`config.mk`:
```
export PLATFORM = sky130hd
export DESIGN_NAME = cbus_rr_arbiter
export DESIGN_NICKNAME = d
export VERILOG_FILES = /design/src/rtl/cbus_rr_arbiter.sv
export SDC_FILE = /design/constraint.sdc
export NUM_CORES = 1
export LEC_CHECK = 0
export CORE_AREA = 10 10 128 130
export DETAILED_ROUTE_END_ITERATION = 12
export DIE_AREA = 0 0 138 140
export GPL_TIMING_DRIVEN = 0
export PLACE_DENSITY_LB_ADDON = 0.12
export SLEW_MARGIN = 20
export SYNTH_ARGS = -nofsm -noshare
export SYNTH_HDL_FRONTEND = slang
export SYNTH_SLANG_ARGS = --single-unit
```
`constraint.sdc`:
```
create_clock -name clk -period 1.2 [get_ports clk]
set_input_delay 0.18 -clock clk [delete_from_list [all_inputs] [get_ports clk]]
set_output_delay 0.18 -clock clk [all_outputs]
set_load 0.01 [all_outputs]
```
`src/rtl/cbus_rr_arbiter.sv`:
```
// Round-robin arbiter merging several cbus requesters onto one downstream cbus.
// Grant is held for one whole transaction and released on the final response beat.

package cbus_pkg;

    typedef struct packed {
        logic        valid;
        logic        is_write;
        logic [2:0]  size;
        logic [31:0] addr;
        logic [3:0]  strobe;
        logic [31:0] data;
        logic [7:0]  len;
        logic [1:0]  burst;
    } cbus_req_t;

    typedef struct packed {
        logic        ready;
        logic        last;
        logic [31:0] data;
    } cbus_resp_t;

endpackage

// state | meaning
// IDLE  | no grant; outputs quiet, picks next winner from ptr onwards
// BUSY  | port sel owns the downstream bus until ready && last
module cbus_rr_arbiter #(
    parameter int NUM_PORTS = 2,
    parameter int PRIO_INIT = 0
) (
    input  logic                 clk,
    input  logic                 rst,
    input  cbus_pkg::cbus_req_t  ireqs  [NUM_PORTS],
    output cbus_pkg::cbus_resp_t iresps [NUM_PORTS],
    output cbus_pkg::cbus_req_t  oreq,
    input  cbus_pkg::cbus_resp_t oresp
);

    localparam int SEL_W = (NUM_PORTS > 1) ? $clog2(NUM_PORTS) : 1;

    typedef enum logic {
        IDLE = 1'b0,
        BUSY = 1'b1
    } state_t;

    state_t             state_q, state_d;
    logic [SEL_W-1:0]   sel_q, sel_d;
    logic [SEL_W-1:0]   ptr_q, ptr_d;
    logic [SEL_W-1:0]   winner;
    logic               any_valid;

    // base + off with wrap at NUM_PORTS; off is always below NUM_PORTS here
    function automatic logic [SEL_W-1:0] wrap_add(input logic [SEL_W-1:0] base, input int off);
        int s;
        s = int'({1'b0, base}) + off;
        if (s >= NUM_PORTS) begin
            s = s - NUM_PORTS;
        end
        return SEL_W'(s);
    endfunction

    always_comb begin
        any_valid = 1'b0;
        winner    = ptr_q;
        for (int k = 0; k < NUM_PORTS; k++) begin
            if (!any_valid && ireqs[wrap_add(ptr_q, k)].valid) begin
                any_valid = 1'b1;
                winner    = wrap_add(ptr_q, k);
            end
        end
    end

    always_comb begin
        state_d = state_q;
        sel_d   = sel_q;
        ptr_d   = ptr_q;
        unique case (state_q)
            IDLE: begin
                if (any_valid) begin
                    sel_d   = winner;
                    state_d = BUSY;
                end
            end
            BUSY: begin
                // a requester dropping valid early does not release the grant
                if (oresp.ready && oresp.last) begin
                    state_d = IDLE;
                    ptr_d   = wrap_add(sel_q, 1);
                end
            end
            default: state_d = IDLE;
        endcase
    end

    always_comb begin
        oreq = '0;
        for (int j = 0; j < NUM_PORTS; j++) begin
            iresps[j] = '0;
        end
        if (state_q == BUSY) begin
            oreq = ireqs[sel_q];
            for (int j = 0; j < NUM_PORTS; j++) begin
                if (sel_q == SEL_W'(j)) begin
                    iresps[j] = oresp;
                end
            end
        end
    end

    always_ff @(posedge clk or posedge rst) begin
        if (rst) begin
            state_q <= IDLE;
            sel_q   <= '0;
            ptr_q   <= SEL_W'(PRIO_INIT);
        end else begin
            state_q <= state_d;
            sel_q   <= sel_d;
            ptr_q   <= ptr_d;
        end
    end

endmodule
```
After elaboration in Yosys (flattened, before gate mapping)
Index checks and enable logic that the tools add are counted.
Word-level totals
  register bits after elaboration: 3
  bits in latches: 0
  memory bits (writable): 0
  memory bits (read-only): 0
  input bits: 202
  output and inout port bits: 151
  word-level logic and storage cells: 46
  memories kept: 0
Operators by class
  add/sub/neg operators: 5
  multipliers: 0
  divide/modulo/power cells: 0
  magnitude comparators: 6
  eq/ne operators: 0
  shift-type cells: 0
  multiplexer cells: 23
  bitwise gates (word level): 4
  reductions and logical operators: 5
Operators by type and width (number)
  $mux 83: 10
  $mux 34: 2
  $mux 68: 1
  $ge 2x2->1 const B: 5
  $mux 1: 9
  $not 1->2: 3
  $add 1x1->2 const B: 2
  $reduce_and 2->1: 2
  $sub 1x1->1 const B: 3
  $ge 1x2->1 const B: 1
  $logic_and 1x1->1: 2
  $pmux 1 s2: 1
  $logic_not 1->1: 1
  $not 1->1: 1

Depth between registers and ports, before layout
Gate-level depths: netlist (run 1).
  depth after elaboration: 12
  mapped depth: 4

Worst setup path before layout (run 1)
OpenSTA, ideal clock, no wires.
  path type: register to output
  start point: register sel_q
  end point: output port iresps[34] (netlist name)
  data arrival time: 1.007 ns
  required time: 1.020 ns
  setup slack: 0.013 ns
  stages on the path, launching flop included: 4
  cell sequence: dfrtp_1 > and2b_1 > clkbuf_1 > and2_1
RTL lines
  start: declaration: line 48  | logic [SEL_W-1:0] sel_q, sel_d;
  start signal: assignment: line 118  | sel_q <= sel_d;
  end: declaration: line 35  | output cbus_pkg::cbus_resp_t iresps [NUM_PORTS],

==> results.tsv, run 1 <==
metric	value	unit
slowest_delay	440	ps
dieArea	0.0193	sq mm
drc_errors	0	
routabilityCongestion	0.871	
ys.flop_type	dfrtp_1	
cts_tree	yes	
clkLatencyLatePin	220	ps
drv_slew	0	
dieHeight	140	microns
root_buffer	clkbuf_16	
synth_top_cell_by_area	mux2i_1	
clk_pin_slew	30	ps
grt_usage	16.2	%
ant_nets	0	
drt-initial-drc-count	94	
drive_gt1_share	42.1	%
cts_sinks	3	
worstMarginPinSlew	182	ps
numPortBuffers	352	
grt_pass1_wl	24700	microns
ys_seq_elements	3	
async_reset_ff_share	100	%
max_freq	597	MHz
finalCritPeriodShare	139	%
h-tree-depth	1	
min_period	1670	ps
peakVddDrop	0.535	mV
wl_per_cell	20.7	microns
avgSynthCellArea	7.58	sq um
synth_seq_area_share	3.59	%
syn_to_final_growth	216	%
slew_headroom	87.6	%
synth.most_common_cell	nor2b_1	
p_per_area	1110	mW/mm^2
first_global_vias	3785	
dp_cells	808	
dp_hpwl	14400	microns
synth_edf_count	0	
final_cell_count_no_fill	851	
path_class	reg -> out	
cts_max_path_buffers	2	
hold_class	in -> async	
vias_per_cell	4.13	
path_cells	and2b_4, buf_12, clkbuf_16, and2_4, buf_6	
violations	setup timing	
synth_top_area_share	40.2	%
crit_slowest_cell	dfrtp_2	
path_max_fanout	6	
skew	0.791	ps
post_dp_cell_area	0.00584	sq mm
p_total	7.32	mW
nets	873	
cp-end-kind	primary output	
synthTopCellsByArea	mux2i_1 (40%), nor2b_1 (25%), and2_1 (10%)	
leakage	3.20	nW
synth_common_cells	nor2b_1 (85), mux2i_1 (84), and2_1 (34), and3_1 (34), clkbuf_1 (17)	
setup-violations-final	151	
outcome	finished with violations	
netlist_area	0.00209	sq mm
grt_max_degree	12	
hold_violations	0	
antenna_found_initial	2	
cp.required	1020	ps
first_pass_iters	4	
start_util	15.2	%
io_pins	353	
die_w	138	microns
drv_cap	0	
worst_setup_path_start_kind	flop	
rsz0062_at_grt	true	
rows	43	
core	0.0138	sq mm
syn_inst	276	
vias	3513	
design_area	0.00661	sq mm
ys_warn_count	0	
wl	17600	microns
grt_overflow	0	
cts_buffers	3	
synth.distinct_cells	15	
fin_ws	-474	ps
crit_arrival	1490	ps
syn_nets	478	
postCtsHoldBufs	0	
-- layout make-up --
cell class | instances | area, sq um
Tap cell | 180 | 225
Buffer | 25 | 390
Timing Repair Buffer | 394 | 3750
Inverter | 2 | 7.51
Sequential cell | 3 | 77.6
Clock buffer | 4 | 78.8
Antenna cell | 1 | 2.50
Fill cell | 1386 | 7170
Multi-Input combinational cell | 242 | 2080
-- kinds of logic (layout without fill, tap and decap cells) --
group,count (synthesis),in the layout,share of synthesized area (%)
and+or+nand+nor,156,156,46.6
muxes,84,84,40.2
buffers and inverters,31,425,8.80
DFF,3,3,3.59
AOI/OAI and AO/OA,2,2,0.838
other,0,1,0
-- power breakdown --
group,internal [mW],switching [mW]
Sequential,0.132,0.0345
Combinational,4.01,2.62
Clock,0.439,0.0928
Total,4.58,2.75
-- flip-flops by register name (all words and copies together) (netlist names) --
name,cells
ptr_q,1
state_q,1
sel_q,1
-- worst paths after layout --
kind | depth (start not counted) | startpoint | slack, ps | to
worst max-delay path | 5 | sel_q | -470 | iresps[59]
worst min-delay path | 2 | rst | 140 | sel_q
worst max register to register | 4 | sel_q | 30 | sel_q
worst min register to register | 2 | ptr_q | 520 | ptr_q
max in group asynchronous | 2 | rst | 900 | state_q
min in group clk | 2 | ptr_q | 520 | ptr_q
-- worst max-delay path: cells and delay by family, from the launching register on --
kind	cells	cell delay (ps)
simple gates	2	450
flops	1	440
buf+inv	3	380
-- cells in the final DEF (no fill, tap or decap), types with 15 or more instances in the layout --
cell	synthesis	final
buf_6	8	64
mux2i_1	84	76
nor2b_1	85	84
and3_1	34	19
buf_12	0	15
and3_4	0	15
and2_4	0	34
clkdlybuf4s50_1	0	201
buf_2	3	96
-- routing by layer --
metal	wire length, microns	vias up	share of wire (%)	global-route usage (%)
met1	6490	1594	37	16.9
met4	246	2	1.4	3.39
met2	9380	175	53	30.2
li1	-	1726	-	-
met3	1470	16	8.3	5.98
met5	13	-	0.074	0
-- through the flow --
stage	util (%)	setup WS [ps]	hold WS (ps)	setup TNS, ps
4_1_cts	45.2	-506	133	-60390
6_report	48.0	-474	136	-54880
5_1_grt	48.0	-518	158	-63720
3_3_place_gp	42.4	-917	365	-105600
2_1_floorplan	-	13.1	-66.4	0
3_5_place_dp	42.4	-937	367	-109120
-- what timing repair did --
| action | in CTS | in global routing |
|---|---|---|
| pin swaps | 26 | 6 |
| resized for setup | 772 | 85 |
| setup endpoints to repair | 153 | 151 |
| gates cloned | 12 | 7 |
| buffers inserted | 19 | 7 |
No activity file was read; power rests on OpenSTA's default activity.
==> inputs of run 2 (changes only) <==
--- a/config.mk
+++ b/config.mk
@@ -10,6 +10,7 @@
 export DIE_AREA = 0 0 138 140
 export GPL_TIMING_DRIVEN = 0
 export PLACE_DENSITY_LB_ADDON = 0.12
+export REMOVE_ABC_BUFFERS = 1
 export SLEW_MARGIN = 20
 export SYNTH_ARGS = -nofsm -noshare
 export SYNTH_HDL_FRONTEND = slang
==> results.tsv, run 2 (synthesis results as in run 1) <==
metric	value	unit	change
outcome	finished with violations		
violations	setup timing		
path_common_cell	buf_6		
grt_usage	16.3	%	+0.11 points
core	0.0138	sq mm	unchanged
first_global_vias	3730		-1.5%
crit_buf_inv	5		+2
dieArea	0.0193	sq mm	unchanged
grt_pass1_wl	24900	microns	+0.64%
max_freq	552	MHz	-7.6%
cts_max_path_buffers	2		unchanged
dp_slack	-1610	ps	-677 ps
rsz0062_at_grt	true		
leakage	3.14	nW	-1.7%
peakVddDrop	0.503	mV	-6.1%
grt_overflow	0		unchanged
skew	1.06	ps	+0.265 ps
clkLatencyLatePin	220	ps	about the same
drv_cap	0		unchanged
finalCritPeriodShare	151	%	+11 points
path_cells	buf_12, buf_16, and2b_2, buf_6, buf_6, and2_4, buf_6		
dieHeight	140	microns	unchanged
final_common_cell	clkdlybuf4s50_1		
postCtsHoldBufs	0		unchanged
r2r_slack	-60	ps	-90 ps
syn_to_final_growth	205	%	
cp-endpoint	iresps[36]		
drv_slew	0		unchanged
wl_per_cell	21.4	microns	+3.6%
setup-violations-final	154		+2.0%
wl	18000	microns	+2.1%
cts_buffers	3		unchanged
drt-initial-drc-count	62		-34%
p_per_area	1100	mW/mm^2	-1.1%
vias	3470		-1.2%
cp-startpoint	sel_q		
hold_class	in -> async		
fin_ws	-611	ps	-137 ps
path_class	reg -> out		
rows	43		unchanged
p_total	7.00	mW	-4.5%
ant_nets	0		unchanged
cts_sinks	3		unchanged
worst-path-stages	7		+2
cp-end-kind	primary output		
start_util	15.2	%	unchanged
n_antenna_cell	0		-1
hold_violations	0		unchanged
min_period	1810	ps	+137 ps
numPortBuffers	352		unchanged
clk_pin_slew	30	ps	about the same
slowest_delay	480	ps	+40 ps
crit_family	buffers and inverters		
antenna_found_initial	0		-2
crit_arrival	1630	ps	+140 ps
r2r_end	state_q		
reg.largest.list	ptr_q (1), sel_q (1), state_q (1)		
grt_max_degree	43		+31
worstMarginPinSlew	164	ps	-18.7 ps
drc_errors	0		unchanged
dp_hpwl	13100	microns	-9.2%
vias_per_cell	4.14		+0.31%
timing.rr.start	state_q		
cp.required	1020	ps	about the same
design_area	0.00638	sq mm	-3.4%
routabilityCongestion	0.826		-5.2%
cts_tree	yes		
io_pins	353		unchanged
nets	861		-1.4%
crit_slowest_cell	dfrtp_4		
h-tree-depth	1		unchanged
reg2reg_depth	4		unchanged
post_dp_cell_area	0.00575	sq mm	-1.5%
root_buffer	clkbuf_16		
drive_gt1_share	35.7	%	-6.4 points
die_w	138	microns	unchanged
path_max_fanout	6		unchanged
final_util	46.3	%	-1.7 points
worst_setup_path_start_kind	flop		
slew_headroom	88.9	%	+1.3 points
first_pass_iters	4		unchanged
most-common-layout-cells	clkdlybuf4s50_1 (201), buf_2 (92), nor2b_1 (83)		
==> run 2: changes by cell type in the layout (fill, tap and decap cells not counted), moves of 5 or more <==
cell             before  now
mux2i_1              76   82
and2_1                0   11
mux2i_4               5    0
clkbuf_16            12    6
clkdlybuf4s15_2       0    9
and3_4               15    6
buf_16                1   12
dlygate4sd2_1         0   12
clkbuf_8              7    0
buf_6                64   47
and2_4               34   23
buf_12               15    7
buf_8                12    5
and3_1               19   28
==> run 2: worst min path at each step <==
stage                          to  cells after the start  startpoint
after floorplan             ptr_q                      1         rst
after global placement    state_q                      2         rst
after detailed placement    ptr_q                      2         rst
after CTS                 state_q                      2         rst
after global routing      state_q                      2         rst
final                     state_q                      2         rst
==> run 2: per-stage QoR <==
stage,hold slack (ps),std cells,setup TNS (ps)
floorplan,-66.4,247,-399560
global placement,356,779,-657340
detailed placement,362,782,-142320
CTS,131,829,-70390
global route,151,838,-77690
finish,132,838,-69790
==> run 2: power breakdown <==
| part | internal, mW | switching [mW] |
|---|---|---|
| clock network | 0.439 | 0.0926 |
| logic | 3.74 | 2.55 |
| registers | 0.138 | 0.0271 |
==> run 2: repair_timing <==
| action | 4_1_cts | 5_1_grt |
|---|---|---|
| gates cloned | 17 | 5 |
| resized for setup | 631 | 51 |
| pin swaps | 28 | 4 |
| setup endpoints to repair | 154 | 154 |
| buffers inserted | 27 | 5 |
==> run 2: layout make-up <==
class	instances	area, sq um
Fill cell	1408	7400
Tap cell	180	225
Multi-Input combinational cell	247	2000
Inverter	2	7.51
Sequential cell	3	82.6
Clock buffer	4	78.8
Timing Repair Buffer	402	3980
==> run 2: layer usage <==
| layer | wire [microns] | vias up | GRT usage [%] |
|---|---|---|---|
| met5 | 0 | - | 0 |
| met1 | 6530 | 1547 | 16.1 |
| met3 | 1580 | 10 | 5.75 |
| li1 | - | 1703 | - |
| met2 | 9650 | 210 | 31.9 |
| met4 | 201 | 0 | 3.05 |
==> inputs of run 3 (changes only) <==
--- a/config.mk
+++ b/config.mk
@@ -8,7 +8,6 @@
 export CORE_AREA = 10 10 128 130
 export DETAILED_ROUTE_END_ITERATION = 12
 export DIE_AREA = 0 0 138 140
-export GPL_TIMING_DRIVEN = 0
 export PLACE_DENSITY_LB_ADDON = 0.12
 export REMOVE_ABC_BUFFERS = 1
 export SLEW_MARGIN = 20
==> results.tsv, run 3 (synthesis results as in run 1) <==
metric	value	unit	change
syn_to_final_growth	184	%	
grt_pass1_wl	23500	microns	-5.4%
nets	846		-1.7%
drc_errors	0		unchanged
hold_violations	0		unchanged
leakage	2.92	nW	-6.9%
most-common-layout-cells	clkdlybuf4s50_1 (201), buf_2 (111), nor2b_1 (85)		
slew_headroom	88.6	%	-0.29 points
crit_slowest_cell	dfrtp_4		
grt_usage	15.2	%	-1.1 points
grt_max_degree	49		+14%
setup-violations-final	151		-1.9%
worstMarginPinSlew	168	ps	+4.19 ps
drv_slew	0		unchanged
io_pins	353		unchanged
cts_sinks	3		unchanged
rsz0062_at_grt	true		
post_dp_cell_area	0.00592	sq mm	+2.9%
hold_class	in -> async		
max_freq	573	MHz	+3.8%
dieHeight	140	microns	unchanged
design_area	0.00593	sq mm	-7.0%
wl_per_cell	20.1	microns	-6.1%
final_cell_count_no_fill	823		-1.8%
path_max_fanout	9		+3
dp_cells	799		+2.2%
n_antenna_cell	0		unchanged
p_comb_share	88.8	%	-1.2 points
dp_slack	-641	ps	+973 ps
die_w	138	microns	unchanged
path_cells	buf_12, buf_4, buf_16, buf_4, and3_4, buf_6		
first_global_vias	3598		-3.5%
path_class	reg -> out		
finalCritPeriodShare	145	%	-5.5 points
peakVddDrop	0.618	mV	+23%
n_fill_cell	1423		+1.1%
ant_nets	0		unchanged
cts_tree	yes		
vias	3426		-1.3%
min_period	1750	ps	-65.8 ps
reg.largest.list	ptr_q (1), sel_q (1), state_q (1)		
fin_ws	-545	ps	+65.8 ps
drv_cap	0		unchanged
grt_overflow	0		unchanged
fin_setup_tns	-59630	ps	+10,160 ps
outcome	finished with violations		
p_total	6.31	mW	-9.8%
internal_power	3.83	mW	-11%
seqPwrFrac	2.8	%	+0.4 points
clkLatencyLatePin	220	ps	about the same
final_common_cell	clkdlybuf4s50_1		
root_buffer	clkbuf_16		
p_per_area	1060	mW/mm^2	-3.0%
drt-initial-drc-count	58		-6.5%
cp-end-kind	primary output		
start_util	15.2	%	unchanged
first_pass_iters	4		unchanged
worst_setup_path_start_kind	flop		
crit_arrival	1570	ps	-60 ps
cp.required	1020	ps	about the same
rows	43		unchanged
cts_buffers	3		unchanged
dp_hpwl	13600	microns	+4.1%
drive_gt1_share	34.8	%	-0.88 points
slowest_delay	510	ps	+30 ps
h-tree-depth	1		unchanged
numPortBuffers	352		unchanged
clk_pin_slew	30	ps	about the same
wl	16600	microns	-7.8%
skew	0.682	ps	-0.373 ps
antenna_found_initial	0		unchanged
violations	setup timing		
core	0.0138	sq mm	unchanged
cts_max_path_buffers	2		unchanged
dieArea	0.0193	sq mm	unchanged
p_sw	2.48	mW	-7.4%
netSwitchingFraction	39.3	%	+1.0 points
path_common_cell	buf_4		
routabilityCongestion	0.846		+2.4%
clkPwrFrac	8.4	%	+0.8 points
vias_per_cell	4.16		+0.53%
==> run 3: changes by cell type in the layout (fill, tap and decap cells not counted), sizes merged <==
cell / delta
dlygate4sd2: -12
buf: +7
and2b: -5
clkdlybuf4s15: -5
bufbuf: -2
clkbuf: +2
==> run 3: layout make-up <==
class / count / area [sq um] / share of cell area (%)
multi-input combinational: 242 / 1930 / 32.5
timing repair buffer: 392 / 3610 / 60.9
sequential: 3 / 80.1 / 1.35
inverter: 2 / 7.51 / 0.127
tap: 180 / 225 / 3.80
clock buffer: 4 / 78.8 / 1.33
==> run 3: stage by stage <==
stage                     util (%)  hold slack (ps)
after global placement        43.0              362
final                         43.1              134
after CTS                     41.4              133
after global routing          43.1              171
after floorplan                  -            -66.4
after detailed placement      43.0              361
==> run 3: path summary, 6_finish.rpt <==
path                       startpoint         end  slack [ps]  cells past startpoint
hold / removal                    rst     state_q         130                      2
setup reg to reg              state_q     state_q          40                      3
max in group asynchronous         rst       sel_q         920                      2
hold reg to reg                 ptr_q       ptr_q         520                      2
setup / recovery                sel_q  iresps[30]        -550                      6
min in group clk                ptr_q       ptr_q         520                      2
==> run 3: power groups by stage <==
stage          Clock (mW)  Combinational (mW)  Sequential [mW]
2_1_floorplan           0                1.58            0.417
3_3_place_gp            0                5.42            0.169
3_5_place_dp            0                5.42            0.171
4_1_cts             0.538                5.33            0.172
5_1_grt             0.548                6.00            0.180
6_report            0.528                5.60            0.177
==> run 3: what timing repair did <==
action                     4_1_cts  5_1_grt
hold buffers                     0        0
gates resized for setup        624       68
pin swaps                        7        3
setup buffers                   12        2
gates cloned                     5        5
setup endpoints to repair      151      154
==> run 3: per-layer routing <==
layer,vias to the layer above,GRT usage (%),share of wire (%)
met5,-,0,0
met4,0,2.66,0.95
met3,8,6.80,11
met2,210,29.4,54
met1,1538,14.5,35
li1,1670,-,-
==> run 3: critical path, delay by kind of cell (launching register included) <==
kind                   cells  cell delay [ps]
buffers and inverters      5              690
DFF                        1              510
and+or+nand+nor            1              140
